[src/rtl/rasterizer_setup_tiled.sv]
// Triangle setup for the tiled rasterizer. It clips the bounding box to the tile, culls,
// normalises winding and applies the top-left bias. Vector ports pack x (or z0) in the low field.
module rasterizer_setup_tiled #(
    parameter int DATAWIDTH    = 12,
    parameter int TILE_WIDTH   = 32,
    parameter int TILE_HEIGHT  = 32,
    parameter int FILL_RULE_EN = 1,
    parameter int CNT_WIDTH    = 16
) (
    input  logic                     clk,
    input  logic                     rstn,
    input  logic                     in_valid,
    output logic                     in_ready,
    input  logic [3*DATAWIDTH-1:0]   i_v0,
    input  logic [3*DATAWIDTH-1:0]   i_v1,
    input  logic [3*DATAWIDTH-1:0]   i_v2,
    input  logic [2*DATAWIDTH-1:0]   i_tile_origin,
    input  logic [1:0]               i_cull_mode,
    output logic                     out_valid,
    input  logic                     out_ready,
    output logic [2*DATAWIDTH-1:0]   bb_tl,
    output logic [2*DATAWIDTH-1:0]   bb_br,
    output logic [2*DATAWIDTH-1:0]   edge_val0,
    output logic [2*DATAWIDTH-1:0]   edge_val1,
    output logic [2*DATAWIDTH-1:0]   edge_val2,
    output logic [2*DATAWIDTH-1:0]   edge_delta0,
    output logic [2*DATAWIDTH-1:0]   edge_delta1,
    output logic [2*DATAWIDTH-1:0]   edge_delta2,
    output logic [2*DATAWIDTH-1:0]   area,
    output logic                     winding_flipped,
    output logic [3*DATAWIDTH-1:0]   z_out,
    output logic [CNT_WIDTH-1:0]     emit_count,
    output logic [CNT_WIDTH-1:0]     cull_count
);
    // state      | meaning
    // IDLE       | ready for a triangle
    // AREA       | signed area and clipped box
    // CULL_EDGE0 | cull decision, else edge 0
    // EDGE1      | edge 1
    // EDGE2      | edge 2
    // FINALIZE   | winding normalisation, fill bias, output load
    // OUT        | result presented until accepted
    localparam int DW = DATAWIDTH;
    localparam int EW = 2 * DATAWIDTH;

    localparam logic [2:0] S_IDLE       = 3'd0;
    localparam logic [2:0] S_AREA       = 3'd1;
    localparam logic [2:0] S_CULL_EDGE0 = 3'd2;
    localparam logic [2:0] S_EDGE1      = 3'd3;
    localparam logic [2:0] S_EDGE2      = 3'd4;
    localparam logic [2:0] S_FINALIZE   = 3'd5;
    localparam logic [2:0] S_OUT        = 3'd6;

    logic [2:0]           state;
    logic signed [DW-1:0] vx [3];
    logic signed [DW-1:0] vy [3];
    logic [3*DW-1:0]      z_q;
    logic signed [DW-1:0] org_x, org_y;
    logic [1:0]           mode_q;
    logic signed [DW-1:0] bx_min, by_min, bx_max, by_max;
    logic signed [EW-1:0] area_q;
    logic signed [EW-1:0] e_q [3];

    function automatic logic signed [DW-1:0] smin(input logic signed [DW-1:0] a,
                                                  input logic signed [DW-1:0] b);
        return (a < b) ? a : b;
    endfunction

    function automatic logic signed [DW-1:0] smax(input logic signed [DW-1:0] a,
                                                  input logic signed [DW-1:0] b);
        return (a > b) ? a : b;
    endfunction

    function automatic logic signed [EW-1:0] sx(input logic signed [DW-1:0] v);
        return {{DW{v[DW-1]}}, v};
    endfunction

    function automatic logic is_top_left(input logic signed [DW-1:0] dx,
                                         input logic signed [DW-1:0] dy);
        return (!dx[DW-1] && dx != '0) || (dx == '0 && !dy[DW-1] && dy != '0);
    endfunction

    assign in_ready = rstn && (state == S_IDLE);

    logic signed [DW-1:0] hi_x, hi_y, clip_x0, clip_x1, clip_y0, clip_y1;

    always_comb begin
        hi_x    = org_x + DW'(TILE_WIDTH - 1);
        hi_y    = org_y + DW'(TILE_HEIGHT - 1);
        clip_x0 = smax(smin(smin(vx[0], vx[1]), vx[2]), org_x);
        clip_x1 = smin(smax(smax(vx[0], vx[1]), vx[2]), hi_x);
        clip_y0 = smax(smin(smin(vy[0], vy[1]), vy[2]), org_y);
        clip_y1 = smin(smax(smax(vy[0], vy[1]), vy[2]), hi_y);
    end

    // Single shared edge-function unit; operands are steered by the current state.
    logic signed [DW-1:0] ea_x, ea_y, eb_x, eb_y, ep_x, ep_y;
    logic signed [EW-1:0] edge_res;

    always_comb begin
        ea_x = vx[0]; ea_y = vy[0];
        eb_x = vx[1]; eb_y = vy[1];
        ep_x = vx[2]; ep_y = vy[2];
        case (state)
            S_CULL_EDGE0: begin
                ep_x = bx_min; ep_y = by_min;
            end
            S_EDGE1: begin
                ea_x = vx[1]; ea_y = vy[1];
                eb_x = vx[2]; eb_y = vy[2];
                ep_x = bx_min; ep_y = by_min;
            end
            S_EDGE2: begin
                ea_x = vx[2]; ea_y = vy[2];
                eb_x = vx[0]; eb_y = vy[0];
                ep_x = bx_min; ep_y = by_min;
            end
            default: ;
        endcase
        edge_res = (sx(ep_x) - sx(ea_x)) * (sx(eb_y) - sx(ea_y))
                 - (sx(ep_y) - sx(ea_y)) * (sx(eb_x) - sx(ea_x));
    end

    logic box_empty, area_neg, area_pos, cull;

    always_comb begin
        box_empty = (bx_min > bx_max) || (by_min > by_max);
        area_neg  = area_q[EW-1];
        area_pos  = !area_neg && (area_q != '0);
        cull      = (area_q == '0) || box_empty || (mode_q[0] && area_neg)
                  || ((mode_q == 2'd2) && area_pos);
    end

    logic signed [DW-1:0] dx_raw [3];
    logic signed [DW-1:0] dy_raw [3];
    logic signed [DW-1:0] dx_n [3];
    logic signed [DW-1:0] dy_n [3];
    logic signed [EW-1:0] e_n [3];
    logic signed [EW-1:0] area_n;
    logic                 flip;

    // Top-left test runs on the normalised deltas so the bias follows the positive-interior winding.
    always_comb begin
        flip   = area_q[EW-1];
        area_n = flip ? -area_q : area_q;
        for (int i = 0; i < 3; i++) begin
            dx_raw[i] = vy[(i + 1) % 3] - vy[i];
            dy_raw[i] = vx[i] - vx[(i + 1) % 3];
            dx_n[i]   = flip ? -dx_raw[i] : dx_raw[i];
            dy_n[i]   = flip ? -dy_raw[i] : dy_raw[i];
            e_n[i]    = flip ? -e_q[i] : e_q[i];
            if (FILL_RULE_EN != 0 && !is_top_left(dx_n[i], dy_n[i]))
                e_n[i] = e_n[i] - EW'(1);
        end
    end

    always_ff @(posedge clk) begin
        if (in_ready && in_valid) begin
            vx[0]  <= $signed(i_v0[DW-1:0]);
            vy[0]  <= $signed(i_v0[2*DW-1:DW]);
            vx[1]  <= $signed(i_v1[DW-1:0]);
            vy[1]  <= $signed(i_v1[2*DW-1:DW]);
            vx[2]  <= $signed(i_v2[DW-1:0]);
            vy[2]  <= $signed(i_v2[2*DW-1:DW]);
            z_q    <= {i_v2[3*DW-1:2*DW], i_v1[3*DW-1:2*DW], i_v0[3*DW-1:2*DW]};
            org_x  <= $signed(i_tile_origin[DW-1:0]);
            org_y  <= $signed(i_tile_origin[2*DW-1:DW]);
            mode_q <= i_cull_mode;
        end
        case (state)
            S_AREA: begin
                area_q <= edge_res;
                bx_min <= clip_x0;
                bx_max <= clip_x1;
                by_min <= clip_y0;
                by_max <= clip_y1;
            end
            S_CULL_EDGE0: e_q[0] <= edge_res;
            S_EDGE1:      e_q[1] <= edge_res;
            S_EDGE2:      e_q[2] <= edge_res;
            default: ;
        endcase
    end

    always_ff @(posedge clk) begin
        if (!rstn) begin
            state           <= S_IDLE;
            out_valid       <= 1'b0;
            bb_tl           <= '0;
            bb_br           <= '0;
            edge_val0       <= '0;
            edge_val1       <= '0;
            edge_val2       <= '0;
            edge_delta0     <= '0;
            edge_delta1     <= '0;
            edge_delta2     <= '0;
            area            <= '0;
            winding_flipped <= 1'b0;
            z_out           <= '0;
            emit_count      <= '0;
            cull_count      <= '0;
        end else begin
            case (state)
                S_IDLE: if (in_valid) state <= S_AREA;
                S_AREA: state <= S_CULL_EDGE0;
                S_CULL_EDGE0: begin
                    if (cull) begin
                        if (cull_count != '1) cull_count <= cull_count + CNT_WIDTH'(1);
                        state <= S_IDLE;
                    end else begin
                        state <= S_EDGE1;
                    end
                end
                S_EDGE1: state <= S_EDGE2;
                S_EDGE2: state <= S_FINALIZE;
                S_FINALIZE: begin
                    bb_tl           <= {by_min, bx_min};
                    bb_br           <= {by_max, bx_max};
                    edge_val0       <= e_n[0];
                    edge_val1       <= e_n[1];
                    edge_val2       <= e_n[2];
                    edge_delta0     <= {dy_n[0], dx_n[0]};
                    edge_delta1     <= {dy_n[1], dx_n[1]};
                    edge_delta2     <= {dy_n[2], dx_n[2]};
                    area            <= area_n;
                    winding_flipped <= flip;
                    z_out           <= z_q;
                    out_valid       <= 1'b1;
                    state           <= S_OUT;
                end
                S_OUT: begin
                    if (out_ready) begin
                        out_valid <= 1'b0;
                        if (emit_count != '1) emit_count <= emit_count + CNT_WIDTH'(1);
                        state <= S_IDLE;
                    end
                end
                default: state <= S_IDLE;
            endcase
        end
    end

endmodule

[config.mk]
export PLATFORM = sky130hd
export DESIGN_NAME = rasterizer_setup_tiled
export DESIGN_NICKNAME = d
export VERILOG_FILES = /design/src/rtl/rasterizer_setup_tiled.sv
export SDC_FILE = /design/constraint.sdc
export NUM_CORES = 2
export LEC_CHECK = 0
export ABC_AREA = 1
export CAP_MARGIN = 20
export CORE_MARGIN = 5
export CORE_UTILIZATION = 60
export DETAILED_ROUTE_END_ITERATION = 6
export PLACE_DENSITY = 0.91
export SYNTH_ARGS = -nofsm -noshare
export SYNTH_HDL_FRONTEND = slang
export SYNTH_SLANG_ARGS = --single-unit
[constraint.sdc]
create_clock -name clk -period 16.1 [get_ports clk]
set_clock_uncertainty 0.15 [all_clocks]
set_input_delay 3.22 -clock clk [delete_from_list [all_inputs] [get_ports clk]]
set_output_delay 3.22 -clock clk [all_outputs]
set_load 0.1 [all_outputs]
==> impl_metrics.py <==
metrics = {
    "worst_setup_path": {
        "critPathLaunchType": "register",
        "cp_common_cell": "nand2_1",
        "reg2reg_from": "state[2]",
        "r2r-end": "e_q[0][47]",
        "r2r_cells": 41,
        "critPathMaxFanout": 50,
        "cp_slowest_cell": "a22oi_1",
        "slowest_delay_ns": 0.91,
        "worst_ep_required_time_ns": 16.35,
        "cp.arrival_ns": 11.98,
        "crit_type": "register to register",
        "end_kind": "register",
        "cp_top_family": "adder cells",
        "r2r_slack_ns": 4.37,
        "path_buf_inv": 6,
    },
    "yosys": {
        "synthAdderAreaFrac_pct": 23.58,
        "ys_seq_area_share_pct": 28.52,
        "synth_area_leader_cell": "edfxtp_1",
        "syn-instance-count": 6306,
        "synthDistinctLibCells": 62,
        "yosys.area_share.xor_xnor_pct": 5.552,
        "syn-cell-area_mm2": 0.04955,
        "synth.top_cell.area_share_pct": 16.85,
        "synth_mux_area_share_pct": 0,
        "yosysWarnings": 0,
        "synth_edf_count": 278,
        "synthArstFlopShare_pct": 0,
        "synth_top_family_by_area": "adder cells",
        "ys_top_cells_by_area": "edfxtp_1 17%, fa_1 15%, dfxtp_1 12%",
        "synth_seq_cells": 567,
        "synth_ff_type": "dfxtp_1",
        "avgSynthCellArea_um2": 7.858,
        "synth_nets": 7162,
        "synth_compound_area_share_pct": 10.92,
        "yosys.area_share.simple_pct": 21.41,
    },
    "cts": {
        "clockBufferDepth": 3,
        "clock_sinks": 567,
        "clock_latency_ns": 0.66,
        "htree_levels": 2,
        "cts-root-buf": "clkbuf_16",
        "cts_tree": "built",
        "holdBufCountCts": 0,
        "post_cts_resized": 0,
        "cts_made_buffers": 60,
        "clkTransAtPathRegs_ns": 0.07,
        "cts_setup_buffers": 0,
    },
    "timing": {
        "min_period_ns": 11.73,
        "final-hold-violation-count": 0,
        "worst_pin_slew_ns": 1.204,
        "fin_tns_setup_ns": 0,
        "rsz0062_at_grt": "no",
        "relSlewSlack_pct": 19.75,
        "setup_slack_ns": 4.365,
        "max_freq_ghz": 0.08522,
        "setup_viol": 0,
        "finalCritPeriodShare_pct": 72.89,
        "slew_viol_final": 0,
    },
    "place": {
        "gp_congestion": 1.038,
        "dp_slack_ns": 4.412,
        "portBuffers": 424,
        "hpwlAfterDp_um": 136200,
    },
    "layout": {
        "nets": 7483,
        "fin_util_pct": 69.08,
        "final_common_cell": "nand2_1",
        "drive_gt1_share_pct": 3.683,
        "final_cell_mix": "1277 x nand2_1, 1068 x inv_1, 621 x nor2_1",
        "area_growth_pct": 14.28,
        "num-fill-cells": 6387,
    },
    "min_path": {
        "min_path_cells": 2,
        "hp-class": "register to register",
        "whs_endpoint": "z_out[35]",
        "min_from": "z_q[35]",
    },
    "route": {
        "drtIter0Drc": 5679,
        "drc": 0,
        "num_vias": 45500,
        "via_per_inst": 5.868,
        "routed_wl_um": 169000,
        "firstDrtPassIters": 7,
        "ant_nets": 0,
        "wl_per_cell_um": 21.80,
    },
    "floorplanning": {
        "fp.dieW_um": 297.4,
        "ios": 425,
        "die_area_mm2": 0.08844,
        "start_util_pct": 60.45,
        "row_count": 105,
        "die_h_um": 297.4,
        "core_area_mm2": 0.08198,
    },
    "grt": {
        "grtUsageTotal_pct": 36.94,
        "grt_pass1_vias": 43350,
        "grt_max_degree": 107,
        "antenna_found_initial": 11,
        "grt-ovfl-total": 0,
        "grt_pass1_wl_um": 255600,
    },
    "outcome": {
        "status": "complete, no violations",
    },
    "run": {
        "drv_cap": 0,
    },
}
kinds of logic (layout without fill, tap and decap cells):
group           Yosys count  in the layout
compound gates          920            920
xor+xnor                306            306
fa+ha+maj               718            718
buf+inv                1287           1660
flops                   567            567
other cells               0              5
simple gates           2508           2508
metrics by stage:
stage                     area, µm²  hold WS (ns)  cells
final                         56630        0.3221   7754
after global placement        54520        0.3010   7634
after global routing          56620        0.3561   7750
after floorplan               49550        0.2975   6306
after detailed placement      54520        0.3115   7634
after CTS                     56610        0.3223   7748
layout make-up:
| cell class | instances | area, µm² | share of cell area (%) |
|---|---|---|---|
| Tap cell | 1070 | 1339 | 2.364 |
| Sequential cell | 567 | 14130 | 24.96 |
| Antenna cell | 5 | 12.51 | 0.02210 |
| Clock inverter | 35 | 379.1 | 0.6695 |
| Multi-Input combinational cell | 4452 | 30480 | 53.83 |
| Timing Repair Buffer | 452 | 4456 | 7.868 |
| Clock buffer | 79 | 1708 | 3.016 |
| Inverter | 1094 | 4116 | 7.269 |
state kept, by name, summed over array words and instances (netlist names), 16 cells and up:
name / count
e_q: 72
vx: 36
vy: 36
z_out: 36
z_q: 36
area: 24
area_q: 24
bb_br: 24
bb_tl: 24
edge_delta0: 24
edge_delta1: 24
edge_delta2: 24
edge_val0: 24
edge_val1: 24
edge_val2: 24
cull_count: 16
emit_count: 16
routing by layer:
metal / track usage (%) / vias to the layer above / wire, µm
li1: - / 20860 / -
met5: 0.4870 / - / 121
met1: 50.75 / 21390 / 67100
met4: 15.79 / 10 / 8956
met2: 55.88 / 2779 / 72130
met3: 9.291 / 467 / 20730
worst register-to-register path, delay by kind of cell (launching register included):
family	cells	cell delay, ns
DFF	1	0.47
AOI/OAI and AO/OA	8	2.01
adders and majority gates	8	3.78
xor gates and xnor gates	1	0.17
buffers and inverters	6	1.61
and+or+nand+nor	18	3.27
how the worst max path moves through the flow:
stage / start / to / slack (ns) / cells after the start
5_1_grt: state[2] / area_q[23] / 3.60 / 42
3_5_place_dp: state[2] / e_q[0][47] / 4.41 / 41
3_3_place_gp: state[0] / e_q[0][70] / 4.75 / 38
6_report: state[2] / e_q[0][47] / 4.37 / 41
4_1_cts: state[2] / e_q[0][47] / 4.39 / 41
2_1_floorplan: rstn / mode_q[0] / 2.26 / 4
synth_stat cells (all sizes together), types with 6 or more instances:
| cell type | n |
|---|---|
| nand2 | 1290 |
| inv | 1088 |
| nor2 | 633 |
| fa | 360 |
| ha | 358 |
| o21ai | 350 |
| nand3 | 298 |
| dfxtp | 289 |
| a21oi | 285 |
| edfxtp | 278 |
| xor2 | 223 |
| clkbuf | 129 |
| xnor2 | 83 |
| nor3 | 82 |
| o21a | 74 |
| nand4 | 69 |
| buf | 64 |
| o211ai | 56 |
| nand3b | 49 |
| o21bai | 49 |
| o221ai | 30 |
| or2 | 30 |
| and2 | 25 |
| o22ai | 21 |
| a31oi | 18 |
| nor4 | 16 |
| a21o | 12 |
| nor3b | 8 |
| clkinv | 6 |
Power is not shown: default switching activity piles up to over one toggle a cycle in this logic, so the estimate is an artifact.
